<file path="config.mk">
export PLATFORM = sky130hd
export DESIGN_NAME = key_debounce16_flat
export DESIGN_NICKNAME = d
export VERILOG_FILES = /design/src/rtl/key_debounce16_pkg.sv /design/src/rtl/key_debounce16_if.sv /design/src/rtl/key_debounce16_debounce_bit.sv /design/src/rtl/key_debounce16.sv /design/src/flat_wrapper.sv
export SDC_FILE = /design/constraint.sdc
export NUM_CORES = 1
export LEC_CHECK = 0
export CORE_ASPECT_RATIO = 0.5
export CORE_MARGIN = 5
export CORE_UTILIZATION = 60
export CTS_CLUSTER_DIAMETER = 80
export DETAILED_ROUTE_END_ITERATION = 10
export HOLD_SLACK_MARGIN = 0.12
export PLACE_DENSITY = 0.84
export SLEW_MARGIN = 20
export SYNTH_ARGS = -nofsm -noshare
export SYNTH_HDL_FRONTEND = slang
export SYNTH_SLANG_ARGS = --single-unit
</file>
<file path="constraint.sdc">
create_clock -name clk -period 2.9 [get_ports clk]
set_input_delay 0.29 -clock clk [delete_from_list [all_inputs] [get_ports clk]]
set_output_delay 0.29 -clock clk [all_outputs]
set_load 0.005 [all_outputs]
</file>
<file path="src/rtl/key_debounce16_pkg.sv">
// rtl/key_debounce16_pkg.sv - key vector types shared with the priority encoder
package key_pkg;
   localparam int NKEYS = 16;
   localparam int CNT_W = 4;

   typedef logic [NKEYS-1:0] key_vec_t;
   typedef logic [CNT_W-1:0] cnt_t;
endpackage

</file>
<file path="src/rtl/key_debounce16_if.sv">
// rtl/key_debounce16_if.sv - raw inputs and conditioned key outputs of key_debounce16
interface key_debounce16_if;
   import key_pkg::*;

   key_vec_t in_raw;
   logic     clr;
   key_vec_t keys;
   key_vec_t press;
   logic     press_any;
   key_vec_t held;

   modport master (
      output in_raw, clr,
      input  keys, press, press_any, held
   );

   modport slave (
      input  in_raw, clr,
      output keys, press, press_any, held
   );
endinterface

</file>
<file path="src/rtl/key_debounce16_debounce_bit.sv">
// rtl/key_debounce16_debounce_bit.sv - one debounce channel: run counter, level and press flops
module debounce_bit
   import key_pkg::*;
#(
   parameter int STABLE_N = 4
) (
   input  logic clk,
   input  logic rstn,
   input  logic tick_i,
   input  logic s_i,
   output logic key_o,
   output logic press_o
);
   localparam cnt_t LAST = cnt_t'(STABLE_N - 1);

   cnt_t cnt_q, cnt_d;
   logic key_q, key_d;
   logic press_q, press_d;

   always_comb begin
      cnt_d   = cnt_q;
      key_d   = key_q;
      press_d = 1'b0;
      if (tick_i) begin
         if (s_i == key_q) begin
            cnt_d = '0;
         end else if (cnt_q == LAST) begin
            key_d   = s_i;
            cnt_d   = '0;
            // Only a debounced rising edge pulses; release stays silent.
            press_d = s_i;
         end else begin
            cnt_d = cnt_q + cnt_t'(1);
         end
      end
   end

   always_ff @(posedge clk or negedge rstn) begin
      if (!rstn) begin
         cnt_q   <= '0;
         key_q   <= 1'b0;
         press_q <= 1'b0;
      end else begin
         cnt_q   <= cnt_d;
         key_q   <= key_d;
         press_q <= press_d;
      end
   end

   assign key_o   = key_q;
   assign press_o = press_q;
endmodule

</file>
<file path="src/rtl/key_debounce16.sv">
// rtl/key_debounce16.sv - 16-channel synchroniser, debouncer, press pulse and sticky press register
module key_debounce16
   import key_pkg::*;
#(
   parameter int TICK_DIV = 100000,
   parameter int STABLE_N = 4
) (
   input logic              clk,
   input logic              rstn,
   key_debounce16_if.slave  bus
);
   localparam int             PW    = (TICK_DIV > 2) ? $clog2(TICK_DIV) : 1;
   localparam logic [PW-1:0] PLAST = PW'(TICK_DIV - 1);

   logic [PW-1:0] pre_q, pre_d;
   logic          tick;
   key_vec_t      sync1_q, sync2_q;
   key_vec_t      held_q, held_d;
   key_vec_t      keys_w, press_w;

   // Free-running prescaler; nothing but reset touches it.
   always_comb begin
      tick  = (pre_q == PLAST);
      pre_d = tick ? '0 : pre_q + PW'(1);
   end

   always_comb begin
      held_d = (bus.clr ? '0 : held_q) | press_w;
   end

   always_ff @(posedge clk or negedge rstn) begin
      if (!rstn) begin
         pre_q   <= '0;
         sync1_q <= '0;
         sync2_q <= '0;
         held_q  <= '0;
      end else begin
         pre_q   <= pre_d;
         sync1_q <= bus.in_raw;
         sync2_q <= sync1_q;
         held_q  <= held_d;
      end
   end

   for (genvar g = 0; g < NKEYS; g++) begin : g_bit
      debounce_bit #(
         .STABLE_N (STABLE_N)
      ) u_bit (
         .clk     (clk),
         .rstn    (rstn),
         .tick_i  (tick),
         .s_i     (sync2_q[g]),
         .key_o   (keys_w[g]),
         .press_o (press_w[g])
      );
   end

   assign bus.keys      = keys_w;
   assign bus.press     = press_w;
   assign bus.press_any = |press_w;
   assign bus.held      = held_q;
endmodule
</file>
<file path="src/flat_wrapper.sv">
// flat-port wrapper written by rule: the top's interface ports become plain ports
module key_debounce16_flat import key_pkg::*;
#(
   parameter int TICK_DIV = 100000,
   parameter int STABLE_N = 4
)
  (clk, rstn, bus_in_raw, bus_clr, bus_keys, bus_press, bus_press_any, bus_held);
  key_debounce16_if bus_i ();
  input logic clk;
  input logic rstn;
  input wire logic [$bits(bus_i.in_raw)-1:0] bus_in_raw;
  input wire logic [$bits(bus_i.clr)-1:0] bus_clr;
  output wire logic [$bits(bus_i.keys)-1:0] bus_keys;
  output wire logic [$bits(bus_i.press)-1:0] bus_press;
  output wire logic [$bits(bus_i.press_any)-1:0] bus_press_any;
  output wire logic [$bits(bus_i.held)-1:0] bus_held;
  assign bus_i.in_raw = bus_in_raw;
  assign bus_i.clr = bus_clr;
  assign bus_keys = bus_i.keys;
  assign bus_press = bus_i.press;
  assign bus_press_any = bus_i.press_any;
  assign bus_held = bus_i.held;
  key_debounce16 #(.TICK_DIV(TICK_DIV), .STABLE_N(STABLE_N)) u_core (.clk(clk), .rstn(rstn), .bus(bus_i));
endmodule
</file>
==> impl_metrics.yaml, run 1 <==
status:
  status: "finished, final reports clean"
route:
  vias: 4901
  drt_iter0_markers: 329
  ant_nets: 0
  vias_per_cell: 5.97
  drc: 0
  routedWlPerCell_um: 18.0
  drtPass1Iterations: 5
  drt_wl_total_mm: 14.7
floorplanning:
  io_pins: 68
  dieArea_mm2: 0.0144
  dieHeight_um: 87.3
  die_w_um: 165
  fp-row-count: 28
  coreArea_mm2: 0.0117
  initial_core_util_pct: 61.0
worst_setup_path:
  cp_data_required_time_ns: 2.61
  critPathBufInv: 1
  cp_max_fo: 3
  cp_top_family: "simple AND/OR/NAND/NOR gates"
  critPathKind: "reg -> out"
  arrival_ns: 2.04
  endpoint_kind: "primary output"
  crit_slowest_cell: "clkdlybuf4s50_1"
  cp_cell_sequence: "nor4_1 -> nand4_1 -> clkdlybuf4s50_1"
  cpPeakStageDelay_ns: 0.51
  start_kind: "flip-flop"
sta:
  whs_ns: 0.303
  worst_pin_slew_ns: 0.701
  finalCritPeriodShare_pct: 80.2
  grt_setup_unrepaired: "false"
  fin_crit_ns: 2.33
  maxSlewHeadroom_pct: 53.1
  slew_violations: 0
  fmax_mhz: 430
  finClkSkew_ns: 0.00755
  setup_tns_ns: 0
  final_hold_viol_count: 0
  setup_viol: 0
clock_network:
  cts_root_buf: "clkbuf_16"
  h-tree-depth: 4
  cts_buffers: 17
  clk_pin_slew_ns: 0.06
  cts_post_setup_buffers_inserted: 0
  worstSkewPairLatency_ns: 0.42
  cts_num_sinks: 161
  cts_tree: "done"
  cts_buffer_depth: 2
finish:
  utilization_pct: 71.5
  drive_gt1_share_pct: 12.3
  syn_to_final_growth_pct: 17.2
  n_fill_cell: 780
  fin_nets: 679
  insertedDiodeCount: 0
global_routing:
  globalRoute.busiestLayer: "met2"
  gr-usage-met2_pct: 37.6
  grt_max_degree: 71
  global_route.usage.met1_pct: 28.6
  grt_pass1_vias: 5215
  use_met3_pct: 6.38
  grt_overflow_total: 0
  antenna_found_initial: 0
  grtUsageTotal_pct: 22.4
  grt_pass1_wl_mm: 25.1
synth:
  muxShareOfSynthArea_pct: 7.54
  avgSynthCellArea_um2: 12.0
  ys_types: 29
  syn_inst: 598
  ys_seq_area_share_pct: 56.2
  synthesis.area_mm2: 0.00716
  synth_fa_ha_area_share_pct: 2.97
  yosysWarnings: 0
  yosys-top-cells-area: "dfrtp_1 56%, mux2_2 5.8%, o31ai_1 5.0%"
  synth_xor_area_share_pct: 3.79
  yosys.area.top_type: "dfrtp_1"
  synth_compound_area_share_pct: 9.22
  synth-simple-area-share_pct: 15.5
  syn_nets: 634
  synth_top_family_by_area: "simple AND/OR/NAND/NOR gates"
  synth_top_area_share_pct: 56.2
  ys_seq_elements: 161
placement:
  hpwlAfterDp_mm: 9.67
  gp_congestion: 0.860
  io_buffers: 67
pwr:
  leakagePower_nw: 3.83
  vdd_drop_max_v: 0.000395
  powerDensity_mw_per_mm2: 552
worst_hold_path:
  hold_class: "in -> reg"
job:
  drv_cap: 0
==> stage by stage <==
step | cell area (um2) | setup slack, ns | total power, W | instances
after floorplan | 7160 | 1.11 | 0.00236 | 598
after global placement | 7800 | 0.847 | 0.00245 | 788
after detailed placement | 7800 | 0.720 | 0.00245 | 788
after CTS | 8400 | 0.566 | 0.00467 | 821
after global routing | 8400 | 0.491 | 0.00479 | 821
final | 8400 | 0.574 | 0.00463 | 821
==> cell usage in the layout (no fill, tap or decap), types with 2 or more instances in the layout <==
cell type          n
a21o_1            16
a31oi_1           16
and3_1             3
and4_1             2
buf_12             2
buf_4              6
bufinv_16          2
clkbuf_16         17
clkdlybuf4s50_1   66
clkinv_4           2
clkinvlp_4         4
dfrtp_1          161
ha_1              17
inv_6              5
mux2_1            11
mux2_2            37
nand2_1            5
nand3_1           24
nand3b_1          16
nand4_1           21
nor2_1            45
nor2b_1           16
nor3_1            19
nor3b_1           32
nor4_1             6
o21ai_0           16
o31ai_1           48
xnor2_1           27
xor2_1             4
==> sequential cells by signal, indices dropped and copies added, names as in the netlist <==
| name | cells |
|---|---|
| u_core.sync1_q | 16 |
| u_core.g_bit.u_bit.cnt_q | 64 |
| u_core.pre_q | 17 |
| u_core.sync2_q | 16 |
| u_core.bus.held | 16 |
| u_core.g_bit.u_bit.press_o | 16 |
| u_core.g_bit.u_bit.key_o | 16 |
==> cell usage after synthesis <==
cell      instances
clkbuf_1          9
o31ai_1          48
and3_1            3
nor4b_2           1
dfrtp_1         161
nand2_1           5
mux2_1           11
xnor2_1          27
ha_1             17
and4bb_2          1
and4_1            2
and2_1            1
nand3b_1         16
nand2_2           1
xor2_1            4
mux2_2           37
buf_4            38
inv_1             1
a21o_1           16
nor2_1           46
nor2b_1          16
o21ai_0          16
nor3_1           19
nand3_1          24
nand4_1          21
buf_2             3
a31oi_1          16
nor4_1            6
nor3b_1          32
==> per-layer routing <==
metal	part of all wire, %	wire length [um]
met3	5.4	792
met5	0	0
met4	0.92	136
met1	44	6490
met2	50	7330
==> final timing paths <==
| path | to | start | slack (ns) | cells after the start |
|---|---|---|---|---|
| max | bus_press_any | u_core.g_bit[6].u_bit.press_o$_DFF_PN0_ | 0.57 | 3 |
| min | u_core.sync1_q[5]$_DFF_PN0_ | bus_in_raw[5] | 0.30 | 1 |
| max reg2reg | u_core.g_bit[0].u_bit.cnt_q[2]$_DFFE_PN0N_ | u_core.pre_q[11]$_DFF_PN0_ | 0.69 | 4 |
| min reg2reg | u_core.sync2_q[0]$_DFF_PN0_ | u_core.sync1_q[0]$_DFF_PN0_ | 0.35 | 0 |
| max in group asynchronous | u_core.g_bit[3].u_bit.key_o$_DFFE_PN0P_ | rstn | 1.67 | 3 |
| min in group asynchronous | u_core.pre_q[5]$_DFF_PN0_ | rstn | 0.43 | 2 |
==> timing repair <==
item	CTS	global route
hold buffers	1	0
endpoints found under the hold margin	67	0
resized for setup	0	0
==> layout make-up <==
cell class | count | area (um2) | share of cell area (%)
clock inverters | 14 | 156 | 1.86
flip-flops and latches | 161 | 4030 | 48.0
repair buffers | 76 | 767 | 9.13
clock buffers | 18 | 429 | 5.11
well taps | 165 | 206 | 2.46
inverters | 1 | 3.75 | 0.0447
multi-input cells | 386 | 2810 | 33.4
==> power by group <==
| group | switching (W) | internal (W) |
|---|---|---|
| Sequential | 0.0000126 | 0.00227 |
| Combinational | 0.0000819 | 0.0000466 |
| Clock | 0.000943 | 0.00128 |
| Total | 0.00104 | 0.00360 |
==> kinds of logic after synthesis <==
| family | after synthesis |
|---|---|
| AND/OR/NAND/NOR | 194 |
| flip-flops | 161 |
| AO/OA/AOI/OAI | 96 |
| buffers and inverters | 51 |
| multiplexers | 48 |
| XOR/XNOR | 31 |
| adder cells (fa/ha/maj) | 17 |
==> worst reg2reg max path: cells and delay by family (launching register included) <==
kind,cells,cell delay (ns)
flip-flops,1,0.43
AO/OA/AOI/OAI,1,0.42
AND/OR/NAND/NOR,3,1.25
No activity file was read; power rests on OpenSTA's default activity.
==> run 2, diff against run 1 <==
- CORE_UTILIZATION: 60 -> 57
- PLACE_DENSITY: 0.84 -> 0.8
- clock period: 2.9 -> 2.3 ns (I/O delays scaled with it)
==> impl_metrics.yaml, run 2 (synthesis gave the netlist of run 1 again) <==
status:
  status: "finished, final reports clean"
clock_network:
  worstSkewPairLatency_ns: 0.42
  cts_tree: "done"
  cts_post_setup_buffers_inserted: 0
  h-tree-depth: 4
  cts_buffers: 17
  cts_root_buf: "clkbuf_16"
  cts_buffer_depth: 2
  clk_pin_slew_ns: 0.06
  cts_num_sinks: 161
floorplanning:
  dieHeight_um: 89.3
  initial_core_util_pct: 59.4
  dieArea_mm2: 0.0150
  coreArea_mm2: 0.0121
  io_pins: 68
  fp-row-count: 28
  die_w_um: 169
finish:
  insertedDiodeCount: 0
  mostFrequentLayoutCell: "dfrtp_1"
  n_fill_cell: 855
  largest-register: "u_core.g_bit.u_bit.cnt_q"
  drive_gt1_share_pct: 13.0
  multi_input_area_mm2: 0.00282
  postLayoutCellArea_mm2: 0.00848
  seq_area_mm2: 0.00403
  final_cell_mix: "161 x dfrtp_1, 66 x clkdlybuf4s50_1, 48 x o31ai_1"
  largestRegisters: "u_core.g_bit.u_bit.cnt_q: 64 flops, u_core.pre_q: 17 flops"
  largest_reg_flops: 64
  fin_nets: 686
  syn_to_final_growth_pct: 18.4
sta:
  fin_crit_ns: 2.19
  worst_pin_slew_ns: 0.650
  final_hold_viol_count: 0
  finalCritPeriodShare_pct: 95.2
  finClkSkew_ns: 0.00962
  maxSlewHeadroom_pct: 56.3
  setup_tns_ns: 0
  slew_violations: 0
  setup_viol: 0
  fmax_mhz: 457
  grt_setup_unrepaired: "false"
placement:
  io_buffers: 67
  gp_congestion: 0.839
  place_area_mm2: 0.00788
  hpwlAfterDp_mm: 10.0
worst_setup_path:
  start_kind: "flip-flop"
  cp_max_fo: 3
  cp_data_required_time_ns: 2.07
  critPathKind: "reg -> out"
  arrival_ns: 1.96
  endpoint_kind: "primary output"
global_routing:
  grt_overflow_total: 0
  grtUsageTotal_pct: 21.9
  grt_pass1_vias: 5017
  grt_pass1_wl_mm: 25.7
  grt_max_degree: 54
  antenna_found_initial: 0
route:
  drt_wl_total_mm: 15.4
  drc: 0
  vias_per_cell: 6.04
  routedWlPerCell_um: 18.7
  ant_nets: 0
  vias: 5002
  drt_iter0_markers: 403
  drtPass1Iterations: 6
worst_hold_path:
  hold_class: "in -> reg"
pwr:
  powerDensity_mw_per_mm2: 689
  vdd_drop_max_v: 0.000332
  leakagePower_nw: 3.88
job:
  drv_cap: 0
run 2: metrics by stage:
stage	power (W)	hold WS, ns	utilization, %	instances	setup slack (ns)
after floorplan	0.00298	-0.0656	-	598	0.507
after global placement	0.00309	0.220	65.4	795	0.358
after detailed placement	0.00310	0.225	65.4	795	0.273
after CTS	0.00589	0.233	70.3	828	0.0843
after global routing	0.00604	0.231	70.4	828	0.0744
final	0.00584	0.242	70.4	828	0.110
run 2: cell type report:
class / count / area share [%]
clock inverters: 10 / 1.61
multi-input cells: 386 / 33.2
flip-flops and latches: 161 / 47.5
inverters: 1 / 0.0443
clock buffers: 22 / 5.24
well taps: 165 / 2.43
repair buffers: 83 / 9.96
run 2: where the power goes:
part           switching [W]  total (W)  internal [W]
Combinational       0.000105   0.000167     0.0000612
Clock                0.00109    0.00280       0.00170
Sequential         0.0000189    0.00288       0.00286
run 2: repair_timing:
action	4_1_cts	5_1_grt
resized for setup	1	1
setup endpoints to repair	1	1
hold endpoints to repair	50	0
hold buffers	1	0
run 2: final timing paths:
check / startpoint / to / slack, ns / depth (start not counted)
min in group asynchronous: rstn / u_core.g_bit[0].u_bit.cnt_q[0]$_DFFE_PN0N_ / 0.34 / 2
setup reg to reg: u_core.pre_q[8]$_DFF_PN0_ / u_core.g_bit[7].u_bit.cnt_q[2]$_DFFE_PN0N_ / 0.24 / 6
hold reg to reg: u_core.sync1_q[6]$_DFF_PN0_ / u_core.sync2_q[6]$_DFF_PN0_ / 0.35 / 0
setup / recovery: u_core.g_bit[6].u_bit.press_o$_DFF_PN0_ / bus_press_any / 0.11 / 3
hold / removal: bus_in_raw[0] / u_core.sync1_q[0]$_DFF_PN0_ / 0.24 / 1
max in group asynchronous: rstn / u_core.pre_q[5]$_DFF_PN0_ / 1.24 / 3
run 2: worst max-delay path: stages (launching register included):
cell	delay, ns
dfrtp_1	0.43
nor4_2	0.40
nand4_1	0.21
clkdlybuf4s50_1	0.49
run 2: layer usage:
layer,vias to the layer above,routed length [um],global-route usage [%]
met4,0,237,7.73
li1,2280,-,-
met2,160,7220,35.4
met1,2535,7150,30.3
met5,-,0,0
met3,27,841,4.33
